--- src/rtl/cp0_exc_ctrl.sv ---
// Coprocessor-0 exception/interrupt controller for the M stage of the 5-stage MIPS core.
// Decides in the same cycle whether to take an interrupt or exception (Req), records
// BD/ExcCode/EPC on the taking edge, and services mfc0/mtc0 and eret.
//
// Ports:
//   clk, RESET     clock; synchronous active-high reset
//   M_VPC, M_BD    victim PC and delay-slot flag of the instruction in M
//   M_ExcCode      exception code from M (0 = none)
//   HWInt          level-sensitive hardware interrupt lines
//   cp0_we/addr/wdata  mtc0 commit; cp0_addr also selects the mfc0 read
//   eret           eret commits in M
//   cp0_rdata      combinational mfc0 data (pre-edge value)
//   epc_out        current EPC, the eret target
//   Req            take exception this cycle (flush + redirect)
//   handler_pc     constant exception handler entry
module cp0_exc_ctrl #(
  parameter logic [31:0] HANDLE_START = 32'h0000_4180,
  parameter logic [31:0] PRID_VAL     = 32'h0000_0000
) (
  input  logic        clk,
  input  logic        RESET,
  input  logic [31:0] M_VPC,
  input  logic        M_BD,
  input  logic [4:0]  M_ExcCode,
  input  logic [5:0]  HWInt,
  input  logic        cp0_we,
  input  logic [4:0]  cp0_addr,
  input  logic [31:0] cp0_wdata,
  input  logic        eret,
  output logic [31:0] cp0_rdata,
  output logic [31:0] epc_out,
  output logic        Req,
  output logic [31:0] handler_pc
);

  localparam logic [4:0] AddrSr    = 5'd12;
  localparam logic [4:0] AddrCause = 5'd13;
  localparam logic [4:0] AddrEpc   = 5'd14;
  localparam logic [4:0] AddrPrid  = 5'd15;

  // Only the architecturally defined fields are stored; every other bit reads 0.
  logic [5:0]  im_q, im_d;
  logic        exl_q, exl_d;
  logic        ie_q, ie_d;
  logic        bd_q, bd_d;
  logic [5:0]  ip_q;
  logic [4:0]  exc_code_q, exc_code_d;
  logic [31:0] epc_q, epc_d;

  logic        int_req;
  logic        exc_req;
  logic [31:0] sr_val;
  logic [31:0] cause_val;

  // Request logic: EXL masks both sources; an interrupt outranks a simultaneous exception.
  always_comb begin
    int_req = ie_q & ~exl_q & (|(im_q & HWInt));
    exc_req = (M_ExcCode != 5'd0) & ~exl_q;
    Req     = int_req | exc_req;
  end

  always_comb begin
    im_d       = im_q;
    exl_d      = exl_q;
    ie_d       = ie_q;
    bd_d       = bd_q;
    exc_code_d = exc_code_q;
    epc_d      = epc_q;
    if (Req) begin
      // The faulting instruction is flushed, so any mtc0/eret it carries is dropped.
      exl_d      = 1'b1;
      bd_d       = M_BD;
      exc_code_d = int_req ? 5'd0 : M_ExcCode;
      epc_d      = M_BD ? (M_VPC - 32'd4) : M_VPC;
    end else begin
      if (cp0_we) begin
        if (cp0_addr == AddrSr) begin
          im_d  = cp0_wdata[15:10];
          exl_d = cp0_wdata[1];
          ie_d  = cp0_wdata[0];
        end else if (cp0_addr == AddrEpc) begin
          epc_d = cp0_wdata;
        end
      end
      // eret clears EXL after any same-cycle SR write.
      if (eret) begin
        exl_d = 1'b0;
      end
    end
  end

  always_ff @(posedge clk) begin
    if (RESET) begin
      im_q       <= 6'd0;
      exl_q      <= 1'b0;
      ie_q       <= 1'b0;
      bd_q       <= 1'b0;
      ip_q       <= 6'd0;
      exc_code_q <= 5'd0;
      epc_q      <= 32'd0;
    end else begin
      im_q       <= im_d;
      exl_q      <= exl_d;
      ie_q       <= ie_d;
      bd_q       <= bd_d;
      ip_q       <= HWInt;
      exc_code_q <= exc_code_d;
      epc_q      <= epc_d;
    end
  end

  always_comb begin
    sr_val    = {16'd0, im_q, 8'd0, exl_q, ie_q};
    cause_val = {bd_q, 15'd0, ip_q, 3'd0, exc_code_q, 2'd0};
    case (cp0_addr)
      AddrSr:    cp0_rdata = sr_val;
      AddrCause: cp0_rdata = cause_val;
      AddrEpc:   cp0_rdata = epc_q;
      AddrPrid:  cp0_rdata = PRID_VAL;
      default:   cp0_rdata = 32'd0;
    endcase
  end

  assign epc_out    = epc_q;
  assign handler_pc = HANDLE_START;

  // Undefined SR bits are write-ignored.
  logic unused_wdata;
  assign unused_wdata = ^{cp0_wdata[31:16], cp0_wdata[9:2]};

endmodule

--- config.mk ---
export PLATFORM = sky130hd
export DESIGN_NAME = cp0_exc_ctrl
export DESIGN_NICKNAME = d
export VERILOG_FILES = /design/src/rtl/cp0_exc_ctrl.sv
export SDC_FILE = /design/constraint.sdc
export NUM_CORES = 1
export LEC_CHECK = 0
export CAP_MARGIN = 10
export CELL_PAD_IN_SITES_DETAIL_PLACEMENT = 1
export CELL_PAD_IN_SITES_GLOBAL_PLACEMENT = 1
export CORE_MARGIN = 2
export CORE_UTILIZATION = 30
export DETAILED_ROUTE_END_ITERATION = 10
export PLACE_DENSITY = 0.86
export RECOVER_POWER = 25
export SLEW_MARGIN = 20
export SYNTH_ARGS = -nofsm -noshare
export SYNTH_HDL_FRONTEND = slang
export SYNTH_SLANG_ARGS = --single-unit
--- constraint.sdc ---
create_clock -name clk -period 5.2 [get_ports clk]
set_clock_uncertainty 0.2 [all_clocks]
set_input_delay 1.3 -clock clk [delete_from_list [all_inputs] [get_ports clk]]
set_output_delay 1.3 -clock clk [all_outputs]
set_load 0.02 [all_outputs]
======== After elaboration in Yosys (flattened, before gate mapping) ========
Cells that the tools add are included.
word-level totals
  bits in registers ....................... 52
  input bits .............................. 85
  logic and storage cells ................. 39
operators by class
  add/sub/neg operators ................... 1
  equality and inequality tests ........... 4
  multiplexer cells ....................... 11
  bitwise gates (word level) .............. 7
  reductions and logical operators ........ 9
operator list
  operator                                             count
  two-way mux 32 bit                                   5
  one-hot mux 32 bit (3 select lines)                  1
  subtractor 32 x 3 -> 32 bit, second input constant   1
  equality test 5 x 4 -> 1 bit, second input constant  3
  AND 6 bit                                            1
  AND reduction 3 bit                                  2
  nonzero test 3 bit                                   2
  OR reduction 6 bit                                   1
  two-way mux 5 bit                                    1
  nonzero test 5 bit                                   1
  two-way mux 1 bit                                    4
  nonzero test 2 bit                                   2
  AND 1 bit                                            3
  inequality test 2 bit, second input constant         1
  NOT 1 bit                                            2
  AND reduction 2 bit                                  1
  bitwise OR 1 bit                                     1

======== Depth between registers and ports, before layout ========
Gate-level depths: netlist of run 1.
  depth in word-level cells ............... 6
  depth in mapped cells ................... 8
  gate-level depth less buffers ........... 7

======== Worst setup path after synthesis of run 1 ========
OpenSTA, ideal clock, no wires.
  path type ............................... input to output
  start ................................... in cp0_addr[0]
  end ..................................... out cp0_rdata[11]
  arrival ................................. 2.767 ns
  data required time ...................... 3.700 ns
  setup slack ............................. 0.933 ns
  cell stages on the path ................. 8
  cell sequence ........................... clkbuf_1 inv_2 and3_1 clkbuf_1 clkbuf_1 clkbuf_1 nand2_1 o21ai_0
between the ends
  cells in the longest elaborated chain, start to end .. 2
RTL lines
  element                                  line  source
  start, declared                          27    input logic [4:0] cp0_addr,
  equality test 5 x 4 -> 1 bit             115   case (cp0_addr)
  one-hot mux 32 bit (3 select lines) (*)  115
  end, declared                            30    output logic [31:0] cp0_rdata,
Mark *: on every way between the ends. The rest lies on a longest branch, timed or not.

======== Final worst setup path of run 1 ========
  start ................................... in cp0_addr[3]
  end ..................................... out cp0_rdata[16]
The elaborated chain is that of the path after synthesis.

==> metrics.txt, run 1 <==
status finished with violations; violated checks max-capacitance violations, max-slew violations; met2 Resource Use GR 34.8%; drt pass-1 iters 4; clock buffer depth 2; Starting Density 30.6%; worst hold stages 2; Top FF cell, synth dfxtp_1; num rows 39; Comb pwr share 27.4%; Lkg Pwr 1.91 nW; crit-path max cell delay 0.63 ns; fill count 1360; Max VDD drop 0.120 mV; H-tree depth 2; syn avg cell area 8.23 um2; Vias per Instance 5.09; worst slew pin tran 2.45 ns; top post-synthesis cells by area dfxtp_1 30%, buf_4 6.9%, xnor2_1 5.8%; Crit path required time 3.70 ns; 1st-iter DRT viols 212; grt met3 use 2.89%; Final HPWL DP 9970 um; Ant. Diodes 0; layout cells sized above 1 8.44%; vias post-DR 3565; hold_sp bd_q; TNS Setup 0 ns; WP buf/inv 3; antenna-violating nets left 0; chip width 112 um; count of endpoints failing setup in the final report 0; I/O Buffers 149; cell taking the most area after synthesis dfxtp_1; root buf cell clkbuf_16; most used cell along the critical path clkdlybuf4s50_1; FF+latch count, synth 52; die height 112 um; CP cell instances clkdlybuf4s50_1 > and3b_1 > and3_2 > buf_4 > and2_1 > clkdlybuf4s50_1; FFs w/ async S/R, synth 0%; Max Freq 204 MHz; CTS sink count 52; CP Launch Type input port; I/O pin total 182; Rel. slew slack -63.1%; Netlist cell types 52; worst reg-to-reg setup slack 2.89 ns; postcts setup bufs 0; largest net degree at the start of global routing 53; Worst R2R Start im_q[1]; Final Max Slew Viols 53; CTS Hold Buffers Added 0; max-cap violation count 1; CP arrival 3.41 ns; Clock Latency Late Sink 0.29 ns; Hold Path End bd_q; Post-Syn Area 3500 um2; clk slew on worst S/H paths 0.07 ns; per-cell routed wire length 18.0 um; GRT overflow 0; Post-synth EDFFs 0; Final Core Density 44.9%; vias in the first global route 3683; switching pwr 0.339 mW; met1 GRT Util 25.5%; grt peak-use layer met2; synth warn 0; Critical-path top delay cell clkdlybuf4s50_1; Pwr per Cell Area 212 nW/um2; number of CTS-inserted buffers 5; minimum clock period 4.91 ns; Post-Place Cell Area 4980 um2; Layout area overhead 46.7%; R2R cell count 6; Clk pwr share 31.0%; family with the most delay on the worst path buffers and inverters; CP Max Fanout 16; design area 5130 um2; DRC Markers 0; Crit. End Element output pin; Flop pwr share 41.6%; fraction of the cycle the final worst path needs 94.3%; Hold Slack 0.263 ns; count leader, synth dfxtp_1; total track usage 19.6%; Commonest cells post-synth 52 x dfxtp_1, 36 x nand2_1, 34 x nor2_1, 32 x buf_4, 28 x clkbuf_1; Synth top area share 29.8%; initial antenna violation count 0; CTS tree done; Nets 642; PostCTS Resize Cnt 0; Syn Inst Count 425; post-synthesis sequential area ratio 29.8%; Hold Path Class reg2reg; CP Class in2out; Final Routed Wirelength 12600 um; Int Power 0.750 mW; first-pass GRT wire length 19800 um; Fin. Hold Viols 0; GPL Wtd Cong 0.784; end of the worst register-to-register path epc_out[16]; Sw Ratio 31.1%; unrepaired setup endpoints after global routing no; core area 11400 um2; die area 12500 um2
==> through the flow <==
step,worst slack [ns],instances,total power [mW]
after detailed placement,0.325,692,0.765
after global placement,0.411,692,0.757
after CTS,0.309,700,1.10
after floorplan,0.933,455,0.619
final,0.295,700,1.09
after global routing,0.195,700,1.14
==> kinds of logic (layout without fill, tap and decap cells) <==
logic type                 after synthesis  in the layout  synth area share, %
buffers and inverters                   71            173                 11.8
adders and majority gates                1              1                0.358
DFF                                     52             52                 29.8
and+or+nand+nor                        177            177                 29.2
AOI/OAI and AO/OA                       78             78                 16.9
xor gates and xnor gates                27             27                 6.76
other                                    2             32                0.215
muxes                                   17             17                 4.97
==> cell type report <==
class                           count  area [um2]  share of cell area (%)
Clock buffer                        5         125                    2.44
Clock inverter                      3        26.3                   0.512
Inverter                            5        18.8                   0.366
Multi-Input combinational cell    332        2160                    42.1
Sequential cell                    52        1040                    20.3
Tap cell                          143         179                    3.49
Timing Repair Buffer              160        1580                    30.8
==> placed cells by master, fill, tap and decap left out, drive strengths merged, types with 4 or more instances in the layout <==
| cell type | netlist | routed |
|---|---|---|
| mux2i | 14 | 14 |
| clkdlybuf4s50 | 0 | 125 |
| clkbuf | 28 | 6 |
| nand4 | 4 | 4 |
| buf | 38 | 11 |
| a31o | 5 | 5 |
| nand3 | 25 | 25 |
| nor2b | 7 | 7 |
| a311oi | 14 | 14 |
| dfxtp | 52 | 52 |
| or4 | 5 | 5 |
| conb | 2 | 32 |
| nor4 | 9 | 9 |
| or3 | 6 | 6 |
| dlygate4sd3 | 0 | 23 |
| nor2 | 34 | 34 |
| xor2 | 4 | 4 |
| a211oi | 23 | 23 |
| nor3 | 10 | 10 |
| o21ai | 8 | 8 |
| and2 | 19 | 19 |
| a22o | 11 | 11 |
| inv | 5 | 6 |
| a21oi | 12 | 12 |
| and3 | 11 | 11 |
| nand2 | 36 | 36 |
| xnor2 | 23 | 23 |
==> worst max-delay path by stage <==
stage | startpoint | to | cells after the start
after global routing | cp0_addr[2] | cp0_rdata[0] | 6
after floorplan | cp0_addr[0] | cp0_rdata[11] | 8
after CTS | cp0_addr[3] | cp0_rdata[16] | 6
final | cp0_addr[3] | cp0_rdata[16] | 6
after detailed placement | cp0_addr[2] | cp0_rdata[16] | 6
after global placement | cp0_addr[2] | cp0_rdata[0] | 6
==> power groups by stage <==
stage               sequential [mW]  clock, mW  combinational [mW]
floorplan                     0.483          0               0.137
global placement              0.462          0               0.295
detailed placement            0.464          0               0.301
CTS                           0.454      0.343               0.303
global route                  0.457      0.362               0.319
finish                        0.453      0.338               0.298
==> metal layers <==
metal | vias to the layer above | share of wire [%]
met3 | 9 | 4.3
met4 | 0 | 0.90
met1 | 1740 | 45
li1 | 1721 | -
met2 | 95 | 50
met5 | - | 0
==> registers in the layout (all words and copies together), names as in the netlist <==
name	count
bd_q	1
epc_out	32
exc_code_q	5
exl_q	1
ie_q	1
im_q	6
ip_q	6
==> worst register-to-register path: cells and delay by family (launching register included) <==
kind / cells / cell delay, ns
buffers and inverters: 1 / 0.42
flip-flops: 1 / 0.33
AND/OR/NAND/NOR: 2 / 0.41
AO/OA/AOI/OAI: 3 / 0.82
No activity file was read; power rests on OpenSTA's default activity.
==> run 2, diff against run 1 <==
--- a/config.mk
+++ b/config.mk
@@ -9,10 +9,9 @@
 export CELL_PAD_IN_SITES_DETAIL_PLACEMENT = 1
 export CELL_PAD_IN_SITES_GLOBAL_PLACEMENT = 1
 export CORE_MARGIN = 2
-export CORE_UTILIZATION = 30
+export CORE_UTILIZATION = 28
 export DETAILED_ROUTE_END_ITERATION = 10
-export PLACE_DENSITY = 0.86
-export RECOVER_POWER = 25
+export PLACE_DENSITY = 0.81
 export SLEW_MARGIN = 20
 export SYNTH_ARGS = -nofsm -noshare
 export SYNTH_HDL_FRONTEND = slang
==> constraint.sdc (replaced) <==
create_clock -name clk -period 5.54 [get_ports clk]
set_clock_uncertainty 0.2 [all_clocks]
set_input_delay 1.385 -clock clk [delete_from_list [all_inputs] [get_ports clk]]
set_output_delay 1.385 -clock clk [all_outputs]
set_load 0.02 [all_outputs]
==> metrics.txt, run 2 (same netlist as run 1, synthesis figures left out) <==
status completed (was finished with violations); first-pass GRT wire length 19300 um (was 19800 um); Worst R2R Start im_q[2] (was im_q[1]); postcts setup bufs 0 (unchanged); Clock Latency Late Sink 0.29 ns (about the same); CP arrival 3.52 ns (was 3.41 ns); die area 13400 um2 (was 12500 um2); switching pwr 0.318 mW (was 0.339 mW); DRC Markers 0 (unchanged); WP buf/inv 3 (unchanged); clock buffer depth 2 (unchanged); H-tree depth 2 (unchanged); I/O Buffers 149 (unchanged); number of CTS-inserted buffers 5 (unchanged); family with the most delay on the worst path buffers and inverters (unchanged); Starting Density 28.9% (was 30.6%); Nets 640 (was 642); most frequent cells in the layout 148 x clkdlybuf4s50_1, 52 x dfxtp_1, 36 x nand2_1, 34 x nor2_1, 32 x conb_1 (was 125 x clkdlybuf4s50_1, 52 x dfxtp_1, 36 x nand2_1, 34 x nor2_1, 32 x conb_1); per-cell routed wire length 17.5 um (was 18.0 um); Int Power 0.709 mW (was 0.750 mW); most used cell along the critical path clkdlybuf4s50_1 (unchanged); Layout area overhead 47.1% (was 46.7%); Max VDD drop 0.127 mV (was 0.120 mV); Lkg Pwr 1.86 nW (was 1.91 nW); Fin. Hold Viols 0 (unchanged); GPL Wtd Cong 0.838 (was 0.784); Critical-path top delay cell clkdlybuf4s50_1 (unchanged); Final Max Slew Viols 0 (was 53); TNS Setup 0 ns (unchanged); Hold Path End bd_q (unchanged); fraction of the cycle the final worst path needs 92.2%; layout cells sized above 1 8.29% (was 8.44%); Final Routed Wirelength 12600 um (about the same); commonest non-fill, non-tap cell in the layout clkdlybuf4s50_1 (unchanged); I/O pin total 182 (unchanged); CP Class in2out (unchanged); drt pass-1 iters 4 (unchanged); Final Core Density 42.5% (was 44.9%); PostCTS Resize Cnt 0 (unchanged); minimum clock period 5.11 ns; Crit path required time 3.95 ns (was 3.70 ns); root buf cell clkbuf_16 (unchanged); initial antenna violation count 0 (unchanged); CTS sink count 52 (unchanged); vias post-DR 3564 (was 3565); core area 12100 um2 (was 11400 um2); Sw Ratio 31.0% (was 31.1%); chip width 116 um (was 112 um); CP Max Fanout 18 (was 16); 1st-iter DRT viols 208 (was 212); Max Freq 196 MHz; crit-path max cell delay 0.61 ns (was 0.63 ns); max-cap violation count 0 (was 1); die height 116 um (was 112 um); num rows 40 (was 39); worst hold stages 2 (unchanged); CP Launch Type input port (unchanged); largest net degree at the start of global routing 53 (unchanged); total track usage 18.3% (was 19.6%); Pwr per Cell Area 200 nW/um2 (was 212 nW/um2); R2R cell count 6 (unchanged); Clk pwr share 30.7% (was 31.0%); count of endpoints failing setup in the final report 0 (unchanged); Crit. End Element output pin (unchanged); Comb pwr share 27.8% (was 27.4%); unrepaired setup endpoints after global routing no (unchanged); Final HPWL DP 9980 um (was 9970 um); vias in the first global route 3642 (was 3683); clk slew on worst S/H paths 0.07 ns (about the same); Ant. Diodes 0 (unchanged); antenna-violating nets left 0 (unchanged); number of flip-flops under the largest register name 32 (unchanged); Hold Path Class reg2reg (unchanged); worst reg-to-reg setup slack 3.22 ns (was 2.89 ns); CTS Hold Buffers Added 0 (unchanged); Vias per Instance 4.93 (was 5.09); Flop pwr share 41.5% (was 41.6%); Rel. slew slack 32.6% (was -63.1%); end of the worst register-to-register path epc_out[16] (unchanged); CP cell instances clkdlybuf4s50_1 > and3b_1 > and3_2 > buf_4 > and2_1 > clkdlybuf4s50_1 (unchanged); GRT overflow 0 (unchanged); CTS tree done (unchanged); hold_sp bd_q (unchanged); worst slew pin tran 1.01 ns (was 2.45 ns)
## run 2: changes by cell type in the layout (fill, tap and decap cells not counted)
cell,delta
buf_4,-2
buf_2,+1
clkbuf_1,-1
dlygate4sd3_1,-23
clkinvlp_4,+1
clkinv_4,-2
clkdlybuf4s50_1,+23
inv_6,+1
## run 2: worst max path at each step
stage	cells after the start	end	slack, ns	from
after floorplan	8	cp0_rdata[11]	1.10	cp0_addr[0]
after global placement	6	cp0_rdata[25]	0.52	cp0_addr[2]
after detailed placement	6	cp0_rdata[8]	0.45	cp0_addr[2]
final	6	cp0_rdata[8]	0.43	cp0_addr[2]
after global routing	6	cp0_rdata[30]	0.38	cp0_addr[3]
after CTS	6	cp0_rdata[8]	0.44	cp0_addr[2]
## run 2: per-stage QoR
step / instances / hold slack, ns / power, mW / area, um2 / worst slack [ns]
after floorplan: 455 / 0.232 / 0.581 / 3610 / 1.10
after global placement: 715 / 0.246 / 0.711 / 4990 / 0.518
after detailed placement: 715 / 0.254 / 0.719 / 4990 / 0.453
after CTS: 723 / 0.261 / 1.04 / 5140 / 0.441
after global routing: 723 / 0.281 / 1.08 / 5140 / 0.379
final: 723 / 0.258 / 1.03 / 5140 / 0.431
## run 2: layer usage
layer | vias up | track usage [%] | wire length (um)
li1 | 1713 | - | -
met1 | 1718 | 24.3 | 5620
met2 | 122 | 32.0 | 6220
met3 | 11 | 2.56 | 643
met4 | 0 | 3.41 | 139
met5 | - | 0 | 0
## run 2: area by class of cell
class | count | area (um2)
fillers | 1432 | 6970
multi-input cells | 332 | 2160
repair buffers | 158 | 1570
flip-flops and latches | 52 | 1040
well taps | 168 | 210
clock buffers | 5 | 125
clock inverters | 3 | 25.0
inverters | 5 | 18.8
## run 2: tightest hold or removal path: stages, from the launching register on
cell	delay, ns
dfxtp_1	0.31
nand2_1	0.05
a21oi_1	0.05
## run 2: power by group through the flow
stage                     registers [mW]  logic, mW  clock network (mW)
final                              0.426      0.285               0.316
after global routing               0.430      0.305               0.344
after CTS                          0.426      0.285               0.324
after detailed placement           0.435      0.284                   0
after global placement             0.433      0.278                   0
after floorplan                    0.453      0.128                   0
==> run 3, diff against run 2 <==
--- a/config.mk
+++ b/config.mk
@@ -10,6 +10,7 @@
 export CELL_PAD_IN_SITES_GLOBAL_PLACEMENT = 1
 export CORE_MARGIN = 2
 export CORE_UTILIZATION = 28
+export CTS_CLUSTER_SIZE = 28
 export DETAILED_ROUTE_END_ITERATION = 10
 export PLACE_DENSITY = 0.81
 export SLEW_MARGIN = 20
==> results of run 3 <==
No change in the layout: final DEF, timing and power equal those of run 2.
==> patch: new RTL, settings of run 3 <==
Make the reset (`RESET`) asynchronous in one clocked block. Comments in the files are not updated.
--- a/src/rtl/cp0_exc_ctrl.sv
+++ b/src/rtl/cp0_exc_ctrl.sv
@@ -89,7 +89,7 @@
     end
   end
 
-  always_ff @(posedge clk) begin
+  always_ff @(posedge clk or posedge RESET) begin
     if (RESET) begin
       im_q       <= 6'd0;
       exl_q      <= 1'b0;
Function: differs if RESET is asserted again (counterexample within 4 cycles, from zero or initial values and one cycle with RESET high); with RESET held inactive, the same outputs for 4 cycles.
==> patch against run 3 <==
Area after synthesis is 1.1% higher. Sequential cell count is the same. Utilization fell by 0.21 points. Final cell count decreased by 5.0%. Routed wire length is 4.5% lower. Setup slack improved by 0.020 ns. Final area is 2.4% higher.
Power is not compared: it rests on default switching activity, and its combinational part moved more than twofold at a synthesized area within 25%.
==> patch: results (changes against run 3) <==
| Metric | Value |
|---|---|
| Hpwl dp | `9.656 mm (was 9.979 mm)` |
| Max-slew headroom | `52.72% (was 32.63%)` |
| Routed wl met2 | `6.309 mm (was 6.222 mm)` |
| Pre-CTS WS | `0.4403 ns (was 0.4534 ns)` |
| Worst Reg2Reg Path Length in Cells | `5 (was 6)` |
| Commonest cells post-synth | `dfrtp_1, nand2_1, buf_4, nor2_1, mux2_2 (was dfxtp_1, nand2_1, nor2_1, buf_4, clkbuf_1)` |
| Placed inst area | `0.005096 mm^2 (was 0.004994 mm^2)` |
| Seq/Total Area, Yosys | `36.81% (was 29.78%)` |
| DRT iter0 DRCs | `153 (was 208)` |
| Dominant synthesized flop cell | `dfrtp_1 (was dfxtp_1)` |
| CP arrival | `3.50 ns (was 3.52 ns)` |
| Largest net degree at the start of global routing | `65 (was 53)` |
| Crit path launch | `cp0_addr[4] (was cp0_addr[2])` |
| Cells after Synth | `370 (was 425)` |
| RR Startpoint | `im_q[0] (was im_q[2])` |
| Reg area | `0.001301 mm^2 (was 0.001041 mm^2)` |
| Synth area leaders | `dfrtp_1, mux2_2, buf_4 (was dfxtp_1, buf_4, xnor2_1)` |
| Nets | `600 (was 640)` |
| Layout cells sized above 1 | `12.04% (was 8.288%)` |
| GRT Total Usage | `17.61% (was 18.31%)` |
| Fraction of registers with async set/reset | `100.0% (was 0%)` |
| Fillers | `1453 (was 1432)` |
| R2R Setup Slk | `3.17 ns (was 3.22 ns)` |
| DR vias/cell | `4.544 (was 4.929)` |
| First-pass GRT wire length | `18.27 mm (was 19.33 mm)` |
| GP Congestion | `0.8150 (was 0.8375)` |
| Multi-Input Combinational | `291 (was 332)` |
| Distinct cell type count after synthesis | `44 (was 52)` |
| M1 GR Usage | `22.37% (was 24.31%)` |
| Area of the multi-input gates | `0.001998 mm^2 (was 0.002157 mm^2)` |
| Status | `finished clean (unchanged)` |
| Final non-filler cell total | `687 (was 723)` |
patch: how the worst min path moves through the flow:
stage | start | slack (ns) | end | cells after the start
finish | exc_code_q[1] | 0.30 | exc_code_q[1] | 2
global route | exc_code_q[0] | 0.33 | exc_code_q[0] | 2
CTS | exc_code_q[2] | 0.30 | exc_code_q[2] | 2
detailed placement | exc_code_q[1] | 0.29 | exc_code_q[1] | 2
global placement | exc_code_q[1] | 0.28 | exc_code_q[1] | 2
floorplan | exc_code_q[0] | 0.24 | exc_code_q[0] | 2
patch: logic make-up after synthesis:
kind of cell | share of synthesized area (%)
AOI/OAI and AO/OA | 9.770
muxes | 13.95
other | 0.2125
adders and majority gates | 0.3539
DFF | 36.81
and+or+nand+nor | 21.98
buffers and inverters | 9.982
xor gates and xnor gates | 6.938
patch: tightest hold or removal path: cells and delay by family, from the launching register on:
| family | cells | cell delay (ns) |
|---|---|---|
| flops | 1 | 0.36 |
| simple gates | 2 | 0.11 |
